<file path="config.mk">
export PLATFORM = sky130hd
export DESIGN_NAME = ahb_sensor_array
export DESIGN_NICKNAME = d
export VERILOG_FILES = /design/src/rtl/ahb_sensor_array.sv
export SDC_FILE = /design/constraint.sdc
export NUM_CORES = 1
export LEC_CHECK = 0
export BUFFER_PORTS_ARGS = -buffer_cell sky130_fd_sc_hd__clkbuf_2
export CAP_MARGIN = 20
export CORE_ASPECT_RATIO = 1.25
export CORE_MARGIN = 8
export CORE_UTILIZATION = 52
export DETAILED_ROUTE_END_ITERATION = 8
export PLACE_DENSITY = 0.77
export SYNTH_ARGS = -nofsm -noshare
export SYNTH_HDL_FRONTEND = slang
export SYNTH_SLANG_ARGS = --single-unit
</file>
<file path="constraint.sdc">
create_clock -name HCLK -period 1.9 [get_ports HCLK]
set_input_delay 0.095 -clock HCLK [delete_from_list [all_inputs] [get_ports HCLK]]
set_output_delay 0.095 -clock HCLK [all_outputs]
set_load 0.01 [all_outputs]
</file>
<file path="src/rtl/ahb_sensor_array.sv">
// AHB-Lite zero-wait slave that counts and times falling edges on CHANNELS active-low sensor inputs.
// Optional per-channel glitch filter: define SENSOR_DEBOUNCE_EN (length DEBOUNCE_CYCLES).

module ahb_sensor_chan #(
  parameter int COUNT_WIDTH     = 16,
  parameter int PERIOD_WIDTH    = 24,
  parameter int DEBOUNCE_CYCLES = 16
) (
  input  logic                    gclk,
  input  logic                    grst_n,
  input  logic                    n_sensor,
  input  logic                    enable,
  input  logic                    count_clr,
  output logic [COUNT_WIDTH-1:0]  count,
  output logic [PERIOD_WIDTH-1:0] period,
  output logic                    period_evt
);
  localparam logic [PERIOD_WIDTH-1:0] PMAX = '1;

  logic [1:0]              sync_q;
  logic                    level, level_q, primed, evt;
  logic [PERIOD_WIDTH-1:0] pcnt;

  always_ff @(posedge gclk or negedge grst_n)
    if (!grst_n) sync_q <= 2'b11;
    else         sync_q <= {sync_q[0], n_sensor};

`ifdef SENSOR_DEBOUNCE_EN
  localparam int DW = $clog2(DEBOUNCE_CYCLES + 1);
  logic [DW-1:0] db_cnt;

  // level follows the synchronised input only after it has disagreed for DEBOUNCE_CYCLES in a row
  always_ff @(posedge gclk or negedge grst_n)
    if (!grst_n) begin
      level  <= 1'b1;
      db_cnt <= '0;
    end else if (sync_q[1] == level) begin
      db_cnt <= '0;
    end else if (db_cnt == DW'(DEBOUNCE_CYCLES - 1)) begin
      level  <= sync_q[1];
      db_cnt <= '0;
    end else begin
      db_cnt <= db_cnt + DW'(1);
    end
`else
  localparam int unused_debounce = DEBOUNCE_CYCLES;
  assign level = sync_q[1];
`endif

  assign evt        = enable & level_q & ~level;
  assign period_evt = evt & primed;

  always_ff @(posedge gclk or negedge grst_n)
    if (!grst_n) begin
      level_q <= 1'b1;
      primed  <= 1'b0;
      pcnt    <= '0;
      period  <= '0;
      count   <= '0;
    end else begin
      level_q <= level;
      // an event beats a simultaneous clear: the clear lands first, then the increment
      if (evt)            count <= count_clr ? COUNT_WIDTH'(1) : count + COUNT_WIDTH'(1);
      else if (count_clr) count <= '0;
      if (!enable) begin
        primed <= 1'b0;
        pcnt   <= '0;
      end else if (evt) begin
        primed <= 1'b1;
        pcnt   <= '0;
        // +1 counts the event cycle itself so PERIOD equals the edge spacing in cycles
        if (primed) period <= (pcnt == PMAX) ? PMAX : pcnt + PERIOD_WIDTH'(1);
      end else if (pcnt != PMAX) begin
        pcnt <= pcnt + PERIOD_WIDTH'(1);
      end
    end
endmodule

module ahb_sensor_array #(
  parameter int CHANNELS        = 2,
  parameter int COUNT_WIDTH     = 16,
  parameter int PERIOD_WIDTH    = 24,
  parameter int DEBOUNCE_CYCLES = 16
) (
  input  logic                HCLK,
  input  logic                HRESETn,
  input  logic                HSEL,
  input  logic                HWRITE,
  input  logic                HREADY,
  input  logic [31:0]         HADDR,
  input  logic [31:0]         HWDATA,
  input  logic [1:0]          HTRANS,
  input  logic [2:0]          HSIZE,
  output logic [31:0]         HRDATA,
  output logic                HREADYOUT,
  input  logic [CHANNELS-1:0] nSensor
);
  typedef struct packed {
    logic [4:0] idx;
    logic       write;
    logic [2:0] size;
  } ahb_req_t;

  ahb_req_t                                ap_q;
  logic                                    ap_vld, wr_en;
  logic [CHANNELS-1:0]                     status, enable, count_clr, period_evt;
  logic [CHANNELS-1:0][COUNT_WIDTH-1:0]    count;
  logic [CHANNELS-1:0][PERIOD_WIDTH-1:0]   period;
  logic [31:0]                             rd_data;
  logic                                    unused_bits;

  assign unused_bits = ^{HADDR[31:7], HADDR[1:0], HTRANS[0], HWDATA};
  assign HREADYOUT   = 1'b1;

  always_ff @(posedge HCLK or negedge HRESETn)
    if (!HRESETn) begin
      ap_vld <= 1'b0;
      ap_q   <= '0;
    end else if (HREADY) begin
      ap_vld <= HSEL & HTRANS[1];
      ap_q   <= '{idx: HADDR[6:2], write: HWRITE, size: HSIZE};
    end

  assign wr_en = ap_vld & ap_q.write & (ap_q.size == 3'b010) & HREADY;

  always_ff @(posedge HCLK or negedge HRESETn)
    if (!HRESETn) begin
      status <= '0;
      enable <= '1;
    end else begin
      if (wr_en && ap_q.idx == 5'd1) enable <= HWDATA[CHANNELS-1:0];
      if (wr_en && ap_q.idx == 5'd0) status <= (status & ~HWDATA[CHANNELS-1:0]) | period_evt;
      else                           status <= status | period_evt;
    end

  for (genvar i = 0; i < CHANNELS; i++) begin : g_chan
    assign count_clr[i] = wr_en && (ap_q.idx == 5'(8 + 2*i));
    ahb_sensor_chan #(
      .COUNT_WIDTH    (COUNT_WIDTH),
      .PERIOD_WIDTH   (PERIOD_WIDTH),
      .DEBOUNCE_CYCLES(DEBOUNCE_CYCLES)
    ) u_chan (
      .gclk      (HCLK),
      .grst_n    (HRESETn),
      .n_sensor  (nSensor[i]),
      .enable    (enable[i]),
      .count_clr (count_clr[i]),
      .count     (count[i]),
      .period    (period[i]),
      .period_evt(period_evt[i])
    );
  end

  always_comb begin
    rd_data = '0;
    if (ap_q.idx == 5'd0) rd_data[CHANNELS-1:0] = status;
    if (ap_q.idx == 5'd1) rd_data[CHANNELS-1:0] = enable;
    for (int i = 0; i < CHANNELS; i++) begin
      if (ap_q.idx == 5'(8 + 2*i)) rd_data = 32'(count[i]);
      if (ap_q.idx == 5'(9 + 2*i)) rd_data = 32'(period[i]);
    end
  end

  assign HRDATA = (ap_vld && !ap_q.write) ? rd_data : 32'h0;
endmodule

</file>
---- After elaboration in Yosys (flattened, before gate mapping) ----
Index checks and enable logic that the tools add are counted.
storage, ports and cells
  register bits after elaboration ......... 150
  output and inout port bits .............. 33
operators by class
  reduce and logical (&&, ||, !) cells .... 11
  mux-type cells .......................... 26
  equality and inequality tests ........... 14
  bitwise gates (word level) .............. 16
  $add $sub $neg .......................... 4
operators by type and width
  operator               number
  $mux 24                8
  $mux 32                4
  $mux 16                7
  $add 24x1->24 const B  2
  $eq 24x24->1 const B   2
  $ne 24x24->1 const B   2
  $add 16x1->16 const B  2
  $eq 5x4->1 const B     4
  $and 1x1->1            10
  $mux 2                 3
  $ne 3x1->1 const B     2
  $reduce_and 3->1       2
  $eq 5x1->1 const B     1
  $logic_and 1x1->1      5
  $logic_not 5->1        1
  $mux 1                 4
  $ne 2x1->1 const B     2
  $or 2x2->2             2
  $reduce_bool 2->1      2
  $eq 3x2->1 const B     1
  $and 2x2->2            1
  $not 1->1              2
  $not 2->2              1
  $logic_not 1->1        1

---- Logic depth before layout (Yosys ltp) ----
  depth after elaboration ................. 8
  depth in mapped cells ................... 8
  gate-level depth less buffers ........... 6

---- By module ----
Synthesis repeated with hierarchy kept, for this count alone.
second synthesis, totals
  cells, all modules ...................... 779
  area total of the unflattened synthesis .. 7,488.4 µm²
modules (own cells, without submodules)
  module            cells each  sequential area each (µm²)  instances  area each (µm²)
  ahb_sensor_chan   299         1,705.4                     2          3,000.4
  ahb_sensor_array  181         352.8                       1          1,487.7

---- Worst setup path after synthesis ----
OpenSTA, ideal clock, no wires.
  path kind ............................... reg-to-reg
  start point ............................. register enable[1]
  end point ............................... register g_chan[1].u_chan.count[10]
  arrival ................................. 1.765 ns
  path buffers ............................ 1
  stages on the path, launching flop included .. 6
  slack ................................... 0.057 ns
  period minus slack after synthesis ...... 1.843 ns
  library setup time ...................... 0.078 ns
  cells stage by stage .................... dfstp_2 nand4b_2 or4_1 buf_2 or3_1 a21oi_1
between the ends
  cells in the longest elaborated chain, start to end .. 3
RTL lines
  what                                                 RTL line  text
  from (decl)                                          106       logic [CHANNELS-1:0] status, enable, count_clr, period_evt;
  from (signal assigned)                               131       if (wr_en && ap_q.idx == 5'd1) enable <= HWDATA[CHANNELS-1:0];
  $and 1x1->1 (*) (2 in a row)                         50        assign evt = enable & level_q & ~level;
  $mux 16 / $reduce_bool 2->1 (equally long branches)  n/a
  to (signal assigned)                                 63        if (evt) count <= count_clr ? COUNT_WIDTH'(1) : count + COUNT_WIDTH'(1);
  to (decl)                                            14        output logic [COUNT_WIDTH-1:0] count,
Mark *: on every way between the ends. The rest lies on a longest branch, timed or not.
A chain may end at the register's enable or synchronous reset.

---- Worst setup path after layout ----
  start point ............................. register ap_q[5] (netlist name)
  end point ............................... output HRDATA[9]
between the ends
  cells in the longest elaborated chain, start to end .. 6
RTL lines
  what                    RTL line  text
  from (decl)             104       ahb_req_t ap_q;
  from (signal assigned)  121       ap_q <= '{idx: HADDR[6:2], write: HWRITE, size: HSIZE};
  $eq 5x4->1              159       if (ap_q.idx == 5'(8 + 2*i)) rd_data = 32'(count[i]);
  $mux 16                 159
  $mux 32                 160       if (ap_q.idx == 5'(9 + 2*i)) rd_data = 32'(period[i]);
  $mux 32                 159
  $mux 32 (*)             160
  $mux 32 (*)             164       assign HRDATA = (ap_vld && !ap_q.write) ? rd_data : 32'h0;
  to (decl)               94        output logic [31:0] HRDATA,
Marked as above.

==> impl_metrics.toml <==
[layout]
final-seq-area_um2 = 3770
nets = 930
diodes = 0
drive_gt1_frac = 0.283
nFillCells = 927
finalInstanceArea_um2 = 9340
multiInputGateArea_um2 = 3650
synthToLayoutAreaGrowth_pct = 26.7

[cts]
clock_path_buffers = 2
insertion_delay_ps = 430
cts_tree = "yes"
htreeDepth = 4
path_clk_slew_ps = 70
cts_root_buffer = "clkbuf_16"
cts_buffers = 17
numClockSinks = 150

[timing]
tns_ps = -5280
layout_setup_ws_ps = -297
fmax_mhz = 455
hold_viol_final = 0
relSlewSlack = 0.573
fin_hold_ws_ps = 136
fin_skew_ps = 6.92
fin_crit_sh = 1.16
period_needed_ps = 2200
finalSetupViolations = 33
worst_slew_pin_slew_ps = 641
rsz0062_at_grt = "yes"
maxSlewViolCount = 0

[outcome]
violations = "setup timing"
status = "finished, violations left"

[worst_setup_path]
cp_max_fo = 11
worstPathArrival_ps = 2100
cp_cell_sequence = "buf_6 -> nor4b_4 -> buf_6 -> clkbuf_16 -> nand2_1 -> a21oi_1 -> buf_2"
cpPeakStageDelay_ps = 450
cpMostUsedCell = "buf_6"
rr_worst_depth = 6
required_ps = 1800
slowest_stage = "dfrtp_2"
r2r_slack_ps = -10
crit_path_start_kind = "flip-flop"
worstReg2RegStart = "ap_q[0]"
critPathCaptureType = "output pin"
reg2reg_to = "g_chan[1].u_chan.count[12]"
criticalPathCategory = "flip-flop to output pin"

[grt]
grt_start_max_net_pins = 65
grt-ovfl-total = 0
grt_pass1_wl_um = 31300
grtUsageTotal = 0.218
first_global_vias = 6140
antenna_found_initial = 0

[routing]
firstDrtPassIters = 7
viasPerCell = 6.22
wirelength_um = 21300
drt_iter0_drc = 584
vias = 6458
ant_nets = 0
routedWlPerCell_um = 20.5
drc_errors = 0

[floorplanning]
die_x_um = 123
die_h_um = 149
die_area_um2 = 18300
start_util = 0.534
boundaryPins = 109
placementRows = 48
coreArea_um2 = 13800

[logic_synthesis]
synth-seq-cells = 150
synth.avg_cell_area_um2 = 9.87
yosysWarnings = 0
ys.flop_type = "dfrtp_1"
ys_seq_area_frac = 0.510
syn-cell-area_um2 = 7370
synthArstFlopShare = 1.00
syn-instance-count = 747
synth-edff-count = 0
synth.distinct_cells = 53

[placed_design]
dp_hpwl_um = 13100
place_area_um2 = 8090
portBuffers = 41
gp_congestion = 0.908

[run]
maxCapViolCount = 0

[worst_hold_path]
hold_depth = 3
min_path_type = "primary input to flip-flop"
holdPathEnd = "ap_vld"
hp-start = "HREADY"

[power]
internal_power_mw = 5.60
p_clk_frac = 0.480
max-vdd-ir-drop_uv = 569
p_comb_frac = 0.073
p_switching_mw = 1.81
p_per_area_nw_per_um2 = 793
p_seq_frac = 0.447
p_leak_nw = 4.01
switching_share = 0.245
==> cells in the mapped netlist, types with 3 or more instances <==
master    instances  area (um2)
clkbuf_1         25        93.8
nand2_1          68         255
o21ai_1          12        60.1
ha_1              4        50.1
nor2_1          120         450
nand4_1          18         113
or3_1             5        31.3
and3_1           20         125
nor3_1            7        35.0
xnor2_1          23         201
o21ai_0          25         125
buf_2             8        40.0
dfrtp_1         142        3550
a31o_2            3        26.3
a31oi_1          13        81.3
and4_1            8        70.1
nor4_1            7        43.8
mux2i_1           5        50.1
nand3_1          27         135
nand2b_1          5        31.3
buf_4            11        82.6
xor2_1           41         359
inv_1             7        26.3
a21oi_1          43         215
a21o_1            3        22.5
dfstp_2           8         210
mux2_2           26         293
a22oi_1          24         180
and2_1            6        37.5
==> cell families (layout without fill, tap and decap cells) <==
group | after synthesis | in the layout | share of synthesized area
adders and majority gates | 4 | 4 | 0.00679
AOI/OAI and AO/OA | 125 | 125 | 0.0987
buffers and inverters | 54 | 162 | 0.0355
and+or+nand+nor | 313 | 314 | 0.215
DFF | 150 | 150 | 0.510
xor gates and xnor gates | 64 | 64 | 0.0760
other | 2 | 9 | 0.00102
muxes | 35 | 35 | 0.0567
==> layer usage <==
metal  global-route usage  share of wire  vias up
met5                    0              0        -
met4               0.0965          0.049        0
met3               0.0405          0.061       97
met2                0.387           0.53      356
met1                0.248           0.36     3205
li1                     -              -     2800
==> power by group through the flow <==
stage,sequential (mW),clock [mW],combinational [mW]
after floorplan,3.35,0,0.226
after global placement,3.35,0,0.390
after detailed placement,3.36,0,0.405
after CTS,3.30,3.56,0.469
after global routing,3.32,3.68,0.575
final,3.31,3.55,0.542
==> cell usage in the layout (no fill, tap or decap), types with 7 or more instances in the layout <==
master         synthesis  routed
a22oi_2                0      13
buf_6                  1      11
xor2_1                41      37
o21ai_0               25      23
nor3_1                 7       7
a22oi_1               24      11
mux2_2                26      26
and4_1                 8       7
a21oi_1               43      35
nand2_1               68      60
nand3_1               27      27
buf_2                  8      22
buf_12                 0       8
a21oi_2                0       8
dlygate4sd3_1          0      16
xnor2_1               23      23
inv_1                  7       7
nand4_1               18      18
o21ai_1               12      13
dfrtp_1              142     138
nand2_2                0       7
buf_4                 11      46
conb_1                 2       9
a31oi_1               13      12
nor2_1               120     120
clkbuf_2               0      17
and3_1                20      18
dfstp_2                8       8
clkbuf_16              0      20
==> area by class of cell <==
class | count | area share
sequential | 150 | 0.403
multi-input combinational | 551 | 0.391
timing repair buffer | 123 | 0.113
clock buffer | 17 | 0.0455
tap | 175 | 0.0234
clock inverter | 15 | 0.0204
inverter | 7 | 0.00281
==> registers in the layout, summed over array words and instances (netlist names) <==
register / count
g_chan.u_chan.period: 48
g_chan.u_chan.count: 32
g_chan.u_chan.level_q: 2
g_chan.u_chan.sync_q: 4
g_chan.u_chan.primed: 2
status: 2
enable: 2
ap_q: 9
ap_vld: 1
g_chan.u_chan.pcnt: 48
==> repair_timing <==
action / CTS / global route
pin swaps: 10 / 32
endpoints found under the hold margin: 70 / 0
setup endpoints to repair: 44 / 69
buffers inserted: 2 / 8
hold buffers: 16 / 0
gates cloned: 2 / 4
gates resized for setup: 28 / 72
==> how the worst max path moves through the flow <==
stage | start | slack, ps | cells past startpoint | endpoint
after floorplan | enable[1] | 60 | 5 | g_chan[1].u_chan.count[10]
after global routing | ap_q[5] | -320 | 6 | HRDATA[7]
after global placement | g_chan[1].u_chan.level_q | 40 | 4 | g_chan[1].u_chan.count[12]
after detailed placement | g_chan[1].u_chan.pcnt[3] | -30 | 5 | g_chan[1].u_chan.period[16]
final | ap_q[5] | -300 | 7 | HRDATA[9]
after CTS | ap_q[8] | -170 | 6 | HRDATA[2]
==> critical path, delay by kind of cell, from the launching register on <==
family          cells  cell delay (ps)
compound gates      1              170
buf+inv             4              690
simple gates        2              370
flops               1              450
==> per-stage QoR <==
stage          cells  utilization  total power, mW  worst slack, ps
3_3_place_gp     974        0.586             3.74             36.3
5_1_grt         1038        0.676             7.58             -324
3_5_place_dp     974        0.586             3.76            -32.0
2_1_floorplan    754            -             3.57             57.3
4_1_cts         1026        0.652             7.33             -172
6_report        1038        0.676             7.41             -297
No activity file was read; power rests on OpenSTA's default activity.
